`config.mk`:
```
export PLATFORM = sky130hd
export DESIGN_NAME = tern_dot_sequencer_flat
export DESIGN_NICKNAME = d
export VERILOG_FILES = /design/src/rtl/tern_dot_sequencer_pkg.sv /design/src/rtl/tern_dot_sequencer_if.sv /design/src/rtl/tern_lane_sum.sv /design/src/rtl/tern_dot_sequencer.sv /design/src/flat_wrapper.sv
export SDC_FILE = /design/constraint.sdc
export NUM_CORES = 1
export LEC_CHECK = 0
export BUFFER_PORTS_ARGS = -buffer_cell sky130_fd_sc_hd__clkbuf_2
export CAP_MARGIN = 10
export CORE_MARGIN = 8
export CORE_UTILIZATION = 48
export CTS_BUF_LIST = sky130_fd_sc_hd__clkbuf_2
export CTS_CLUSTER_DIAMETER = 100
export CTS_CLUSTER_SIZE = 8
export DETAILED_ROUTE_END_ITERATION = 16
export GPL_TIMING_DRIVEN = 0
export PLACE_DENSITY = 0.65
export SLEW_MARGIN = 20
export SYNTH_ARGS = -nofsm -noshare
export SYNTH_HDL_FRONTEND = slang
export SYNTH_HIERARCHICAL = 1
export SYNTH_SLANG_ARGS = --single-unit
```
`constraint.sdc`:
```
create_clock -name clk -period 34.4 [get_ports clk]
set_clock_uncertainty 0.2 [all_clocks]
set_input_delay 3.44 -clock clk [delete_from_list [all_inputs] [get_ports clk]]
set_output_delay 3.44 -clock clk [all_outputs]
set_load 0.01 [all_outputs]
```
`src/rtl/tern_dot_sequencer_pkg.sv`:
```
// rtl/tern_dot_sequencer_pkg.sv - shared types and defaults for the ternary dot-product sequencer
package tern_pkg;

  localparam int TERN_LANES  = 16;
  localparam int TERN_DATA_W = 8;
  localparam int TERN_LEN_W  = 13;
  localparam int TERN_ADDR_W = 8;
  localparam int TERN_ACC_W  = 21;

  // 2'b10 is reserved and treated exactly like zero
  typedef enum logic [1:0] {
    TERN_ZERO = 2'b00,
    TERN_POS  = 2'b01,
    TERN_RSVD = 2'b10,
    TERN_NEG  = 2'b11
  } tern_t;

  typedef enum logic [1:0] {
    ST_IDLE  = 2'd0,
    ST_ISSUE = 2'd1,
    ST_DRAIN = 2'd2,
    ST_DONE  = 2'd3
  } seq_state_t;

endpackage

```
`src/rtl/tern_dot_sequencer_if.sv`:
```
// rtl/tern_dot_sequencer_if.sv - controller, buffer and result signals of the sequencer
interface tern_dot_sequencer_if #(
  parameter int LANES  = 16,
  parameter int DATA_W = 8,
  parameter int LEN_W  = 13,
  parameter int ADDR_W = 8,
  parameter int ACC_W  = 21
);
  logic                      start;
  logic [LEN_W-1:0]          len;
  logic                      busy;
  logic                      rd_en;
  logic [ADDR_W-1:0]         rd_addr;
  logic [LANES*DATA_W-1:0]   act_data;
  logic [LANES*2-1:0]        wgt_data;
  logic [ACC_W-1:0]          result;
  logic                      result_valid;
  logic                      result_ready;

  // sequencer side
  modport master (
    input  start, len, act_data, wgt_data, result_ready,
    output busy, rd_en, rd_addr, result, result_valid
  );

  // controller / buffer side
  modport slave (
    output start, len, act_data, wgt_data, result_ready,
    input  busy, rd_en, rd_addr, result, result_valid
  );
endinterface

```
`src/rtl/tern_lane_sum.sv`:
```
// rtl/tern_lane_sum.sv - two-stage ternary multiply and lane reduction for one chunk
module tern_lane_sum
  import tern_pkg::*;
#(
  parameter int LANES  = TERN_LANES,
  parameter int DATA_W = TERN_DATA_W,
  parameter int ACC_W  = TERN_ACC_W
) (
  input  logic                    clk,
  input  logic                    rst,
  input  logic                    in_valid_i,
  input  logic                    in_last_i,
  input  logic [LANES-1:0]        mask_i,
  input  logic [LANES*DATA_W-1:0] act_i,
  input  logic [LANES*2-1:0]      wgt_i,
  output logic                    sum_valid_o,
  output logic                    sum_last_o,
  output logic [ACC_W-1:0]        sum_o
);

  logic [LANES-1:0][ACC_W-1:0] ext_w;
  logic [LANES-1:0][ACC_W-1:0] pos_q;
  logic [LANES-1:0][ACC_W-1:0] neg_q;
  tern_t [LANES-1:0]           code_q;
  logic [LANES-1:0]            mask_q;
  logic                        s1_valid_q, s1_last_q;
  logic [ACC_W-1:0]            sum_d, sum_q;
  logic                        s2_valid_q, s2_last_q;

  // sign-extend each activation to accumulator width so -(-128) stays +128
  always_comb begin
    ext_w = '0;
    for (int i = 0; i < LANES; i++) begin
      ext_w[i] = {{(ACC_W-DATA_W){act_i[i*DATA_W+DATA_W-1]}}, act_i[i*DATA_W+:DATA_W]};
    end
  end

  // stage 1: register both signs of every activation alongside its code and lane mask
  always_ff @(posedge clk or posedge rst) begin
    if (rst) begin
      pos_q      <= '0;
      neg_q      <= '0;
      code_q     <= '0;
      mask_q     <= '0;
      s1_valid_q <= 1'b0;
      s1_last_q  <= 1'b0;
    end else begin
      for (int i = 0; i < LANES; i++) begin
        pos_q[i]  <= ext_w[i];
        neg_q[i]  <= '0 - ext_w[i];
        code_q[i] <= tern_t'(wgt_i[2*i+:2]);
      end
      mask_q     <= mask_i;
      s1_valid_q <= in_valid_i;
      s1_last_q  <= in_last_i;
    end
  end

  // select per lane by weight code and reduce; masked lanes and zero/reserved codes add nothing
  always_comb begin
    sum_d = '0;
    for (int i = 0; i < LANES; i++) begin
      if (mask_q[i]) begin
        case (code_q[i])
          TERN_POS: sum_d = sum_d + pos_q[i];
          TERN_NEG: sum_d = sum_d + neg_q[i];
          default:  sum_d = sum_d;
        endcase
      end
    end
  end

  // stage 2: register the chunk sum with its valid/last tags
  always_ff @(posedge clk or posedge rst) begin
    if (rst) begin
      sum_q      <= '0;
      s2_valid_q <= 1'b0;
      s2_last_q  <= 1'b0;
    end else begin
      sum_q      <= sum_d;
      s2_valid_q <= s1_valid_q;
      s2_last_q  <= s1_valid_q & s1_last_q;
    end
  end

  assign sum_o       = sum_q;
  assign sum_valid_o = s2_valid_q;
  assign sum_last_o  = s2_last_q;

endmodule

```
`src/rtl/tern_dot_sequencer.sv`:
```
// rtl/tern_dot_sequencer.sv - chunked ternary dot product: read sequencing, accumulation, result handshake
module tern_dot_sequencer
  import tern_pkg::*;
#(
  parameter int LANES  = TERN_LANES,
  parameter int DATA_W = TERN_DATA_W,
  parameter int LEN_W  = TERN_LEN_W,
  parameter int ADDR_W = TERN_ADDR_W,
  parameter int ACC_W  = TERN_ACC_W
) (
  input  logic                  clk,
  input  logic                  rst,
  tern_dot_sequencer_if.master  bus
);

  localparam int LG    = $clog2(LANES);
  localparam int CNT_W = LEN_W - LG;

  seq_state_t        state_q;
  logic              busy_q, rd_en_q, result_valid_q;
  logic [ADDR_W-1:0] rd_addr_q;
  logic [CNT_W-1:0]  rem_q;
  logic [LANES-1:0]  tail_mask_q, issue_mask_q, dmask_q;
  logic              issue_last_q, dv_q, dlast_q;
  logic [ACC_W-1:0]  acc_q, acc_d, result_q;

  logic [LG-1:0]     len_rem_w;
  logic [CNT_W-1:0]  chunks_w;
  logic [LANES-1:0]  tail_mask_w;
  logic              sum_valid_w, sum_last_w;
  logic [ACC_W-1:0]  sum_w;

  // chunk count and the lane mask of the final (possibly partial) chunk
  always_comb begin
    len_rem_w = bus.len[LG-1:0];
    chunks_w  = bus.len[LEN_W-1:LG] + CNT_W'(|len_rem_w);
    for (int i = 0; i < LANES; i++) begin
      tail_mask_w[i] = (len_rem_w == '0) || (LG'(i) < len_rem_w);
    end
  end

  tern_lane_sum #(
    .LANES  (LANES),
    .DATA_W (DATA_W),
    .ACC_W  (ACC_W)
  ) u_lane_sum (
    .clk         (clk),
    .rst         (rst),
    .in_valid_i  (dv_q),
    .in_last_i   (dlast_q),
    .mask_i      (dmask_q),
    .act_i       (bus.act_data),
    .wgt_i       (bus.wgt_data),
    .sum_valid_o (sum_valid_w),
    .sum_last_o  (sum_last_w),
    .sum_o       (sum_w)
  );

  assign acc_d = acc_q + sum_w;

  // sequencer FSM: issue C chunk reads, track tags into the data cycle, accumulate, hold result
  always_ff @(posedge clk or posedge rst) begin
    if (rst) begin
      state_q        <= ST_IDLE;
      busy_q         <= 1'b0;
      rd_en_q        <= 1'b0;
      rd_addr_q      <= '0;
      rem_q          <= '0;
      tail_mask_q    <= '0;
      issue_mask_q   <= '0;
      issue_last_q   <= 1'b0;
      dv_q           <= 1'b0;
      dmask_q        <= '0;
      dlast_q        <= 1'b0;
      acc_q          <= '0;
      result_q       <= '0;
      result_valid_q <= 1'b0;
    end else begin
      // buffers answer one cycle after rd_en, so tags follow the strobe by one cycle
      dv_q    <= rd_en_q;
      dmask_q <= issue_mask_q;
      dlast_q <= rd_en_q & issue_last_q;
      if (sum_valid_w) acc_q <= acc_d;
      case (state_q)
        ST_IDLE: begin
          if (bus.start) begin
            busy_q <= 1'b1;
            acc_q  <= '0;
            if (bus.len == '0) begin
              result_q       <= '0;
              result_valid_q <= 1'b1;
              state_q        <= ST_DONE;
            end else begin
              rd_en_q      <= 1'b1;
              rd_addr_q    <= '0;
              rem_q        <= chunks_w - CNT_W'(1);
              tail_mask_q  <= tail_mask_w;
              issue_last_q <= (chunks_w == CNT_W'(1));
              issue_mask_q <= (chunks_w == CNT_W'(1)) ? tail_mask_w : '1;
              state_q      <= ST_ISSUE;
            end
          end
        end
        ST_ISSUE: begin
          if (rem_q == '0) begin
            rd_en_q      <= 1'b0;
            issue_last_q <= 1'b0;
            state_q      <= ST_DRAIN;
          end else begin
            rd_addr_q    <= rd_addr_q + ADDR_W'(1);
            rem_q        <= rem_q - CNT_W'(1);
            issue_last_q <= (rem_q == CNT_W'(1));
            issue_mask_q <= (rem_q == CNT_W'(1)) ? tail_mask_q : '1;
          end
        end
        ST_DRAIN: begin
          if (sum_valid_w && sum_last_w) begin
            result_q       <= acc_d;
            result_valid_q <= 1'b1;
            state_q        <= ST_DONE;
          end
        end
        ST_DONE: begin
          if (bus.result_ready) begin
            result_valid_q <= 1'b0;
            busy_q         <= 1'b0;
            state_q        <= ST_IDLE;
          end
        end
        default: state_q <= ST_IDLE;
      endcase
    end
  end

  assign bus.busy         = busy_q;
  assign bus.rd_en        = rd_en_q;
  assign bus.rd_addr      = rd_addr_q;
  assign bus.result       = result_q;
  assign bus.result_valid = result_valid_q;

endmodule
```
`src/flat_wrapper.sv`:
```
// flat-port wrapper written by rule: the top's interface ports become plain ports
module tern_dot_sequencer_flat import tern_pkg::*;
#(
  parameter int LANES  = TERN_LANES,
  parameter int DATA_W = TERN_DATA_W,
  parameter int LEN_W  = TERN_LEN_W,
  parameter int ADDR_W = TERN_ADDR_W,
  parameter int ACC_W  = TERN_ACC_W
)
  (clk, rst, bus_start, bus_len, bus_act_data, bus_wgt_data, bus_result_ready, bus_busy, bus_rd_en, bus_rd_addr, bus_result, bus_result_valid);
  tern_dot_sequencer_if #(.LANES(LANES), .DATA_W(DATA_W), .LEN_W(LEN_W), .ADDR_W(ADDR_W), .ACC_W(ACC_W)) bus_i ();
  input  logic clk;
  input  logic rst;
  input wire logic [$bits(bus_i.start)-1:0] bus_start;
  input wire logic [$bits(bus_i.len)-1:0] bus_len;
  input wire logic [$bits(bus_i.act_data)-1:0] bus_act_data;
  input wire logic [$bits(bus_i.wgt_data)-1:0] bus_wgt_data;
  input wire logic [$bits(bus_i.result_ready)-1:0] bus_result_ready;
  output wire logic [$bits(bus_i.busy)-1:0] bus_busy;
  output wire logic [$bits(bus_i.rd_en)-1:0] bus_rd_en;
  output wire logic [$bits(bus_i.rd_addr)-1:0] bus_rd_addr;
  output wire logic [$bits(bus_i.result)-1:0] bus_result;
  output wire logic [$bits(bus_i.result_valid)-1:0] bus_result_valid;
  assign bus_i.start = bus_start;
  assign bus_i.len = bus_len;
  assign bus_i.act_data = bus_act_data;
  assign bus_i.wgt_data = bus_wgt_data;
  assign bus_i.result_ready = bus_result_ready;
  assign bus_busy = bus_i.busy;
  assign bus_rd_en = bus_i.rd_en;
  assign bus_rd_addr = bus_i.rd_addr;
  assign bus_result = bus_i.result;
  assign bus_result_valid = bus_i.result_valid;
  tern_dot_sequencer #(.LANES(LANES), .DATA_W(DATA_W), .LEN_W(LEN_W), .ADDR_W(ADDR_W), .ACC_W(ACC_W)) u_core (.clk(clk), .rst(rst), .bus(bus_i));
endmodule
```
* Word level (Yosys, flattened, before mapping)
Index checks and enable logic that the tools add are counted.
Storage, ports and cells: latch bits 0, register bits after elaboration 460, output and inout port bits 32, memories kept 0, ROM bits 0, bits in writable memories 0, logic and storage cells 290
Cells by class: $add $sub $neg 51, mux-type cells 74, multipliers 0, equal/unequal tests 44, bitwise logic cells 3, divide/modulo/power cells 0, shift-type cells 0, magnitude comparators 16, reduce and logical (&&, ||, !) cells 34
Operators by type and width (number):
- 21-bit one-hot mux with 2 select lines | 17
- 21-bit adder | 31
- 21-bit two-way mux | 22
- 1-bit by 8-bit subtractor with 9-bit output (first input constant) | 16
- 16-bit two-way mux | 5
- 2-bit == test (second input constant) | 18
- 2-bit by 1-bit == test with 1-bit output (second input constant) | 17
- 4-bit < comparator (first input constant) | 8
- 16-bit one-hot mux with 2 select lines | 1
- 9-bit two-way mux | 3
- 8-bit two-way mux | 3
- 9-bit by 1-bit == test with 1-bit output (second input constant) | 2
- 9-bit one-hot mux with 2 select lines | 1
- 9-bit by 1-bit subtractor with 9-bit output (second input constant) | 2
- 1-bit logical OR | 16
- 3-bit by 4-bit < comparator with 1-bit output (first input constant) | 4
- 8-bit one-hot mux with 2 select lines | 1
- 4-bit AND reduction | 4
- 13-bit zero test | 1
- 1-bit two-way mux | 11
- 2-bit two-way mux | 5
- 9-bit by 1-bit adder with 9-bit output | 1
- 9-bit zero test | 1
- 3-bit AND reduction | 3
- other kinds (17) | 29

* Longest topological paths before layout
Gate-level depths: netlist (run 1).
depth in word-level cells 48, depth in mapped cells 110, depth with buffers taken out 109

* Modules after synthesis
The synthesis (run 1) kept the hierarchy.
Modules (own cells, without submodules):
- tern_lane_sum | instances 1, seq. area each 8232.9 sq um, area each 29031.6 sq um, cells an instance 3362
- tern_dot_sequencer | instances 1, seq. area each 2877.8 sq um, area each 6217.2 sq um, cells an instance 646

* Least setup slack after synthesis (run 1)
No wires, ideal clock.
kind register to register, start register u_core/u_lane_sum/code_q[2] (netlist bit), end register u_core.u_lane_sum.sum_q[20] (netlist: u_core/u_lane_sum/sum_o[20]), path buffers 0, slack 15.675 ns, required time 34.066 ns, stages on the path, launching flop included 98, setup time 0.134 ns, arrival time 18.392 ns, path through dfrtp_1 -> nand2_1 -> mux2_2 -> fa_1 -> xnor2_1 -> nor2_1 -> or2_2 -> ha_1 -> a21oi_1 -> o21ai_0 -> a21oi_1 -> xor2_1 -> o32ai_1 -> ha_1 -> o211a_1 -> o31ai_1 -> nand2_1 -> xnor2_1 -> [62 not listed] -> ha_1 -> a21o_1 -> a31oi_1 -> xnor2_1 -> nand2_1 -> and2_1 -> ha_1 -> o41ai_1 -> xnor2_1 -> mux2_2 -> ha_1 -> a31oi_1 -> xor2_1 -> nor2_1 -> xnor2_1 -> xnor2_1 -> xor2_1 -> xnor3_1
Between the ends: word-level cells in the longest chain between the ends 45, elaborated cells between the ends (all ways) 60, those cells by class add/sub (28); eq/ne (2); mux (30)
Ends and longest elaborated chain:
- from (decl) | RTL line tern_lane_sum.sv:24 | tern_t [LANES-1:0] code_q;
- from (signal, indexed assignment) | RTL line tern_lane_sum.sv:51 | code_q[i] <= tern_t'(wgt_i[2*i+:2]);
- 2-bit == test / 2-bit by 1-bit == test with 1-bit output (equally long branches) | RTL line tern_lane_sum.sv:64 | case (code_q[i])
- 21-bit one-hot mux with 2 select lines (*) | RTL line tern_lane_sum.sv:64
- 21-bit two-way mux (*) | RTL line tern_lane_sum.sv:63 | if (mask_q[i]) begin
- 21-bit adder, on equally long branches | RTL line tern_lane_sum.sv:66, tern_lane_sum.sv:65
- 21-bit one-hot mux with 2 select lines | RTL line tern_lane_sum.sv:64
- 21-bit two-way mux (*) | RTL line tern_lane_sum.sv:63
- 21-bit adder, on equally long branches | RTL line tern_lane_sum.sv:66, tern_lane_sum.sv:65
- 21-bit one-hot mux with 2 select lines | RTL line tern_lane_sum.sv:64
- [30 not listed]
- 21-bit two-way mux (*) | RTL line tern_lane_sum.sv:63
- 21-bit adder, on equally long branches | RTL line tern_lane_sum.sv:66, tern_lane_sum.sv:65
- 21-bit one-hot mux with 2 select lines | RTL line tern_lane_sum.sv:64
- 21-bit two-way mux (*) | RTL line tern_lane_sum.sv:63
- 21-bit adder, on equally long branches | RTL line tern_lane_sum.sv:66, tern_lane_sum.sv:65
- 21-bit one-hot mux with 2 select lines | RTL line tern_lane_sum.sv:64
- 21-bit two-way mux (*) | RTL line tern_lane_sum.sv:63
- named net u_core.u_lane_sum.sum_d[20] | RTL line tern_lane_sum.sv:27 | logic [ACC_W-1:0] sum_d, sum_q;
- to (signal assigned) | RTL line tern_lane_sum.sv:80 | sum_q <= sum_d;
- to (decl) | RTL line tern_lane_sum.sv:27
The timed path passes the listed nets; every way through them passes the cells marked *. A chain may end at the register's enable or synchronous reset.

* Worst setup path in the final report (run 1)
Same ends and word-level chain as after synthesis.

==> results.txt, run 1 <==
layout cells sized above 1 -> 12.3%
cell count after synthesis -> 4,008
DR pass1 iterations -> 6
die width -> 287 µm
Setup TNS Final -> 0 ns
Floorplan Core Area -> 72,800 µm²
minimum clock period -> 22.88 ns
most frequent cells in the layout -> dfrtp_1, nand2_1, nor2_1
Hold Fails Final Rpt -> 0
I/O pin count -> 209
largest net degree at the start of global routing -> 109
Slew Limit Headroom -> 37.7%
wirelength, routed -> 99,700 µm
max-cap violation count -> 0
setup bufs post-CTS -> 0
Min-Delay Path Class -> register to register
unrepaired setup endpoints after global routing -> false
Post-synth EDFFs -> 0
post-synthesis sequential area ratio -> 31.5%
Worst Setup End Kind -> register
num rows -> 99
crit-path max FO -> 7
Seq cells post-synth -> 444
CTS tree -> yes
final max-slew violation count -> 0
ys async rst share -> 100%
CTS clk-pin slew, worst paths -> 0.15 ns
Area Overhead vs Synth -> 8.02%
syn_nets -> 4,538
initial antenna violation count -> 17
Syn Area/Cell -> 8.79 µm²
Setup Viol. Count Final -> 0
Worst-Skew Late Latency -> 1.10 ns
global-route wire length before repair -> 157,000 µm
Remaining DRCs -> 0
grt ovf -> 0
Worst Setup SP -> u_core/u_lane_sum/code_q[2]
GP Congestion -> 0.935
commonest non-fill, non-tap cell in the layout -> dfrtp_1
H-tree depth -> 3
Worst Setup EP -> u_core/u_lane_sum/sum_o[20]
FF-to-FF Start -> u_core/u_lane_sum/code_q[2]
Post-Syn Area -> 35,200 µm²
CP max stage delay -> 0.57 ns
r2r worst-path depth -> 97
WL/cell -> 18.9 µm
CTS Sinks -> 444
CP startpoint kind -> register
most used cell, CP -> ha_1
DR vias/cell -> 5.73
CP required -> 35.17 ns
Vias -> 30,199
status -> finished, final reports clean
port buffer count -> 206
post-CTS sizing -> 0
Hold-fix buffers, CTS -> 0
total global-route track usage -> 23.6%
ANT nets after route -> 0
HPWL after detailed placement -> 80,400 µm
initial core utilization -> 48.4%
r2r endpoint -> u_core/u_lane_sum/sum_o[20]
clk buf depth -> 3
Post-synth top flop -> dfrtp_1
post-synth cell types -> 113
# fillers -> 6,971
DIE HEIGHT -> 287 µm
worst setup path class -> register to register
synth warn -> 6
nets@finish -> 4,817
Inserted Clock Buffers -> 67
vias in the first global route -> 28,827
crit path max-delay cell type -> o41ai_1
internal reg-to-reg setup slack -> 11.52 ns
1st-iter DRT viols -> 2,080
worst slew pin tran -> 0.927 ns
f_max -> 0.0437 GHz
Root Driver -> clkbuf_2
fin crit share -> 66.5%
DIE AREA -> 82,400 µm²
Critical Path AT -> 23.65 ns
-- kinds of logic after synthesis --
kind of cell / count (synthesis) / synth area share, %
AND/OR/NAND/NOR: 1247 / 16.5
AO/OA/AOI/OAI: 1133 / 21.4
flip-flops: 444 / 31.5
XOR/XNOR: 360 / 9.06
adder cells (fa/ha/maj): 353 / 12.9
buffers and inverters: 310 / 3.42
multiplexers: 161 / 5.22
-- final cells by class --
class                   count  area (µm²)  area share (%)
repair buffers            210        1140            3.00
inverters                 194         741            1.95
flip-flops and latches    444       11100            29.2
well taps                 959        1200            3.15
clock inverters            12         108           0.283
plain buffers             116         477            1.25
clock buffers              67         335           0.881
diodes                     11        27.5          0.0723
multi-input cells        3254       22900            60.2
-- per-stage QoR --
step	cell area [µm²]	hold slack, ns	instances	utilization [%]	setup slack, ns
floorplan	35200	0.131	4008	-	15.67
global placement	37500	0.133	5173	51.5	11.88
detailed placement	37600	0.136	5177	51.6	11.77
CTS	38000	0.166	5256	52.2	11.62
global route	38100	0.173	5262	52.3	9.85
finish	38100	0.163	5267	52.3	11.52
-- how the worst min path moves through the flow --
stage	startpoint	endpoint	depth (start not counted)
2_1_floorplan	u_core/dmask_q[0]	u_core/u_lane_sum/mask_q[0]	0
3_3_place_gp	u_core/dmask_q[2]	u_core/u_lane_sum/mask_q[2]	0
3_5_place_dp	u_core/dmask_q[0]	u_core/u_lane_sum/mask_q[0]	0
4_1_cts	u_core/dmask_q[0]	u_core/u_lane_sum/mask_q[0]	0
5_1_grt	u_core/dmask_q[5]	u_core/u_lane_sum/mask_q[5]	0
6_report	u_core/dmask_q[1]	u_core/u_lane_sum/mask_q[1]	0
-- routing by layer --
metal / wire length, µm / global-route usage [%] / vias up / part of all wire (%)
li1: - / - / 14984 / -
met1: 45700 / 32.2 / 14319 / 46
met2: 44400 / 37.4 / 747 / 45
met3: 7420 / 5.85 / 139 / 7.4
met4: 2170 / 6.16 / 10 / 2.2
met5: 64 / 0 / - / 0.064
-- sequential cells by signal, summed over array words and instances, names as in the netlist, 2 cells and up --
register and flops:
u_core/u_lane_sum/neg_q 144, u_core/u_lane_sum/pos_q 112, u_core/u_lane_sum/code_q 32, u_core/acc_q 21, u_core/bus.result 21, u_core/u_lane_sum/sum_o 21, u_core/dmask_q 16, u_core/issue_mask_q 16
u_core/tail_mask_q 16, u_core/u_lane_sum/mask_q 16, u_core/rem_q 9, u_core/bus.rd_addr 8, u_core/state_q 2
-- worst max-delay path, delay by kind of cell (launching register included) --
family | cells | cell delay, ns
AOI/OAI and AO/OA | 37 | 9.05
xor gates and xnor gates | 17 | 3.31
adders and majority gates | 15 | 5.19
buffers and inverters | 4 | 0.32
DFF | 1 | 0.53
muxes | 1 | 0.43
and+or+nand+nor | 23 | 3.79
-- Yosys cell counts (92+ instances only) --
library cell	instances	area share (%)
a21o_1	104	2.2
a21oi_1	273	3.9
clkbuf_1	92	0.98
dfrtp_1	444	32
ha_1	336	12
inv_1	192	2.0
mux2_2	115	3.7
nand2_1	423	4.5
nor2_1	349	3.7
o21ai_0	213	3.0
xnor2_1	237	5.9
xor2_1	120	3.0
Power of run 1 is left out: the tool's default activity adds up to more than one toggle a clock period on the data nets, which glitch-free logic cannot reach.
==> run 2, diff against run 1 <==
ABC_AREA = 1   (was default)
PLACE_DENSITY = 0.68   (was 0.65)
clock period = 19.39 ns   (was 34.4 ns; I/O delays follow)
==> run 2 against run 1 <==
Against the previous run:
- critical path depth up 27
- worst setup slack lost 10 ns
- flip-flop and latch count is the same
- maximum frequency rose by 27%
- synthesized cell count increased by 24%
- core utilization up 0.38 points
- critical path type unchanged
==> results.txt, run 2 <==
grt ovf -> 0
Root Driver -> clkbuf_2
total global-route track usage -> 22.0%
post-synthesis sequential area ratio -> 30.5%
area leader, netlist -> dfrtp_1
post-synth cell types -> 65
clk buf depth -> 3
Seq cells post-synth -> 444
worst setup path class -> register to register
CTS Sinks -> 444
GP Congestion -> 0.920
crit path max-delay cell type -> fa_2
final core occ -> 52.7%
Post-synth EDFFs -> 0
synth warn -> 6
DR vias/cell -> 5.17
HPWL after detailed placement -> 76,700 µm
number of cells after detailed placement -> 6,146
DIE HEIGHT -> 291 µm
status -> finished, final reports clean
Synth top cells by count -> nand2_1, inv_1, dfrtp_1
initial antenna violation count -> 10
Hold Fails Final Rpt -> 0
Setup WS post-layout -> 1.34 ns
Area Overhead vs Synth -> 9.25%
post-place setup slack -> 0.381 ns
Syn Area/Cell -> 7.35 µm²
initial core utilization -> 48.2%
DP Area -> 38,800 µm²
layout cells sized above 1 -> 14.0%
ANT nets after route -> 0
largest net degree at the start of global routing -> 102
Post-synth top flop -> dfrtp_1
non-filler cells, final -> 6,235
Remaining DRCs -> 0
I/O pin count -> 209
syn_nets -> 5,484
CP startpoint kind -> register
Top Registers -> u_core/u_lane_sum/neg_q (144), u_core/u_lane_sum/pos_q (112), u_core/u_lane_sum/code_q (32)
num rows -> 101
port buffer count -> 206
1st-iter DRT viols -> 1,821
Setup Viol. Count Final -> 0
cell count after synthesis -> 4,954
top cell type's share of synthesized area -> 30.5%
Inserted Clock Buffers -> 68
Critical Path AT -> 18.88 ns
vias in the first global route -> 31,006
Hold-fix buffers, CTS -> 0
most frequent cell after synthesis -> nand2_1
# fillers -> 7,432
DR pass1 iterations -> 6
Vias -> 32,220
most used cell, CP -> nand2_1
WL/cell -> 15.3 µm
H-tree depth -> 3
ys async rst share -> 100%
Reg with most FFs -> u_core/u_lane_sum/neg_q
Post-Syn Area -> 36,400 µm²
Final Cell Area -> 39,800 µm²
Largest register FFs -> 144
global-route wire length before repair -> 156,000 µm
minimum clock period -> 18.05 ns
Worst-Skew Late Latency -> 1.06 ns
CP max stage delay -> 0.43 ns
Floorplan Core Area -> 75,600 µm²
worst slew pin tran -> 0.789 ns
wirelength, routed -> 95,400 µm
final max-slew violation count -> 0
most frequent cells in the layout -> nand2_1, inv_1, dfrtp_1
crit-path max FO -> 10
f_max -> 0.0554 GHz
DIE AREA -> 84,900 µm²
CTS tree -> yes
Slew Limit Headroom -> 47.4%
fin crit share -> 93.1%
commonest non-fill, non-tap cell in the layout -> nand2_1
Area contributors post-synth -> dfrtp_1, nand2_1, ha_1
Min-Delay Path Class -> register to register
Worst Setup End Kind -> register
nets@finish -> 5,774
CTS clk-pin slew, worst paths -> 0.16 ns
max-cap violation count -> 0
die width -> 291 µm
CP required -> 20.23 ns
## run 2: changes by cell type after synthesis, sizes merged, moves of 66 or more
cell / before / now
nand3: 88 / 269
xnor2: 237 / 144
nand2: 423 / 1571
a21oi: 284 / 350
a21o: 105 / 17
inv: 194 / 620
nor2: 350 / 282
## run 2: layer usage
metal	vias to the layer above	share of wire [%]	GRT usage, %
met3	131	5.8	3.95
met2	693	44	35.2
met5	-	0.089	0
li1	16592	-	-
met4	12	2.2	5.68
met1	14792	48	30.7
## run 2: final cells by class
class / count / area [µm²] / area share [%]
Multi-Input combinational cell: 3796 / 22700 / 57.1
Sequential cell: 444 / 11100 / 27.9
Inverter: 627 / 2380 / 5.97
Tap cell: 978 / 1220 / 3.08
Timing Repair Buffer: 220 / 1220 / 3.07
Buffer: 87 / 692 / 1.74
Clock buffer: 70 / 350 / 0.880
Clock inverter: 10 / 76.3 / 0.192
Antenna cell: 3 / 7.51 / 0.0189
## run 2: final timing paths
check,startpoint,end,slack [ns],cells past startpoint
max,u_core/u_lane_sum/code_q[0],u_core/u_lane_sum/sum_o[20],1.34,124
min,u_core/dmask_q[12],u_core/u_lane_sum/mask_q[12],0.15,0
max reg2reg,u_core/u_lane_sum/code_q[0],u_core/u_lane_sum/sum_o[20],1.34,124
min reg2reg,u_core/dmask_q[12],u_core/u_lane_sum/mask_q[12],0.15,0
max in group asynchronous,rst,u_core/u_lane_sum/neg_q[8],17.35,3
min in group asynchronous,rst,u_core/u_lane_sum/pos_q[133],0.77,2
## run 2: metrics by stage
step | hold WS [ns] | setup TNS [ns]
3_5_place_dp | 0.135 | 0
4_1_cts | 0.133 | 0
3_3_place_gp | 0.134 | 0
6_report | 0.154 | 0
5_1_grt | 0.163 | -0.157
2_1_floorplan | 0.131 | 0
## run 2: critical path, delay by kind of cell, from the launching register on
kind                       cells  cell delay [ns]
xor gates and xnor gates      13             2.05
buffers and inverters         23             1.58
adders and majority gates     16             5.08
AOI/OAI and AO/OA             28             4.07
DFF                            1             0.39
and+or+nand+nor               44             4.66
## run 2: cells by family after synthesis
logic type | share of synthesized area, %
flip-flops | 30.5
AND/OR/NAND/NOR | 28.4
multiplexers | 2.00
buffers and inverters | 8.39
AO/OA/AOI/OAI | 11.0
XOR/XNOR | 7.31
adder cells (fa/ha/maj) | 12.5
## run 2: repair_timing
item | 4_1_cts | 5_1_grt
resized for setup | 0 | 103
setup endpoints to repair | 0 | 5
setup buffers | 0 | 6
Power of run 2 is left out for the same reason.
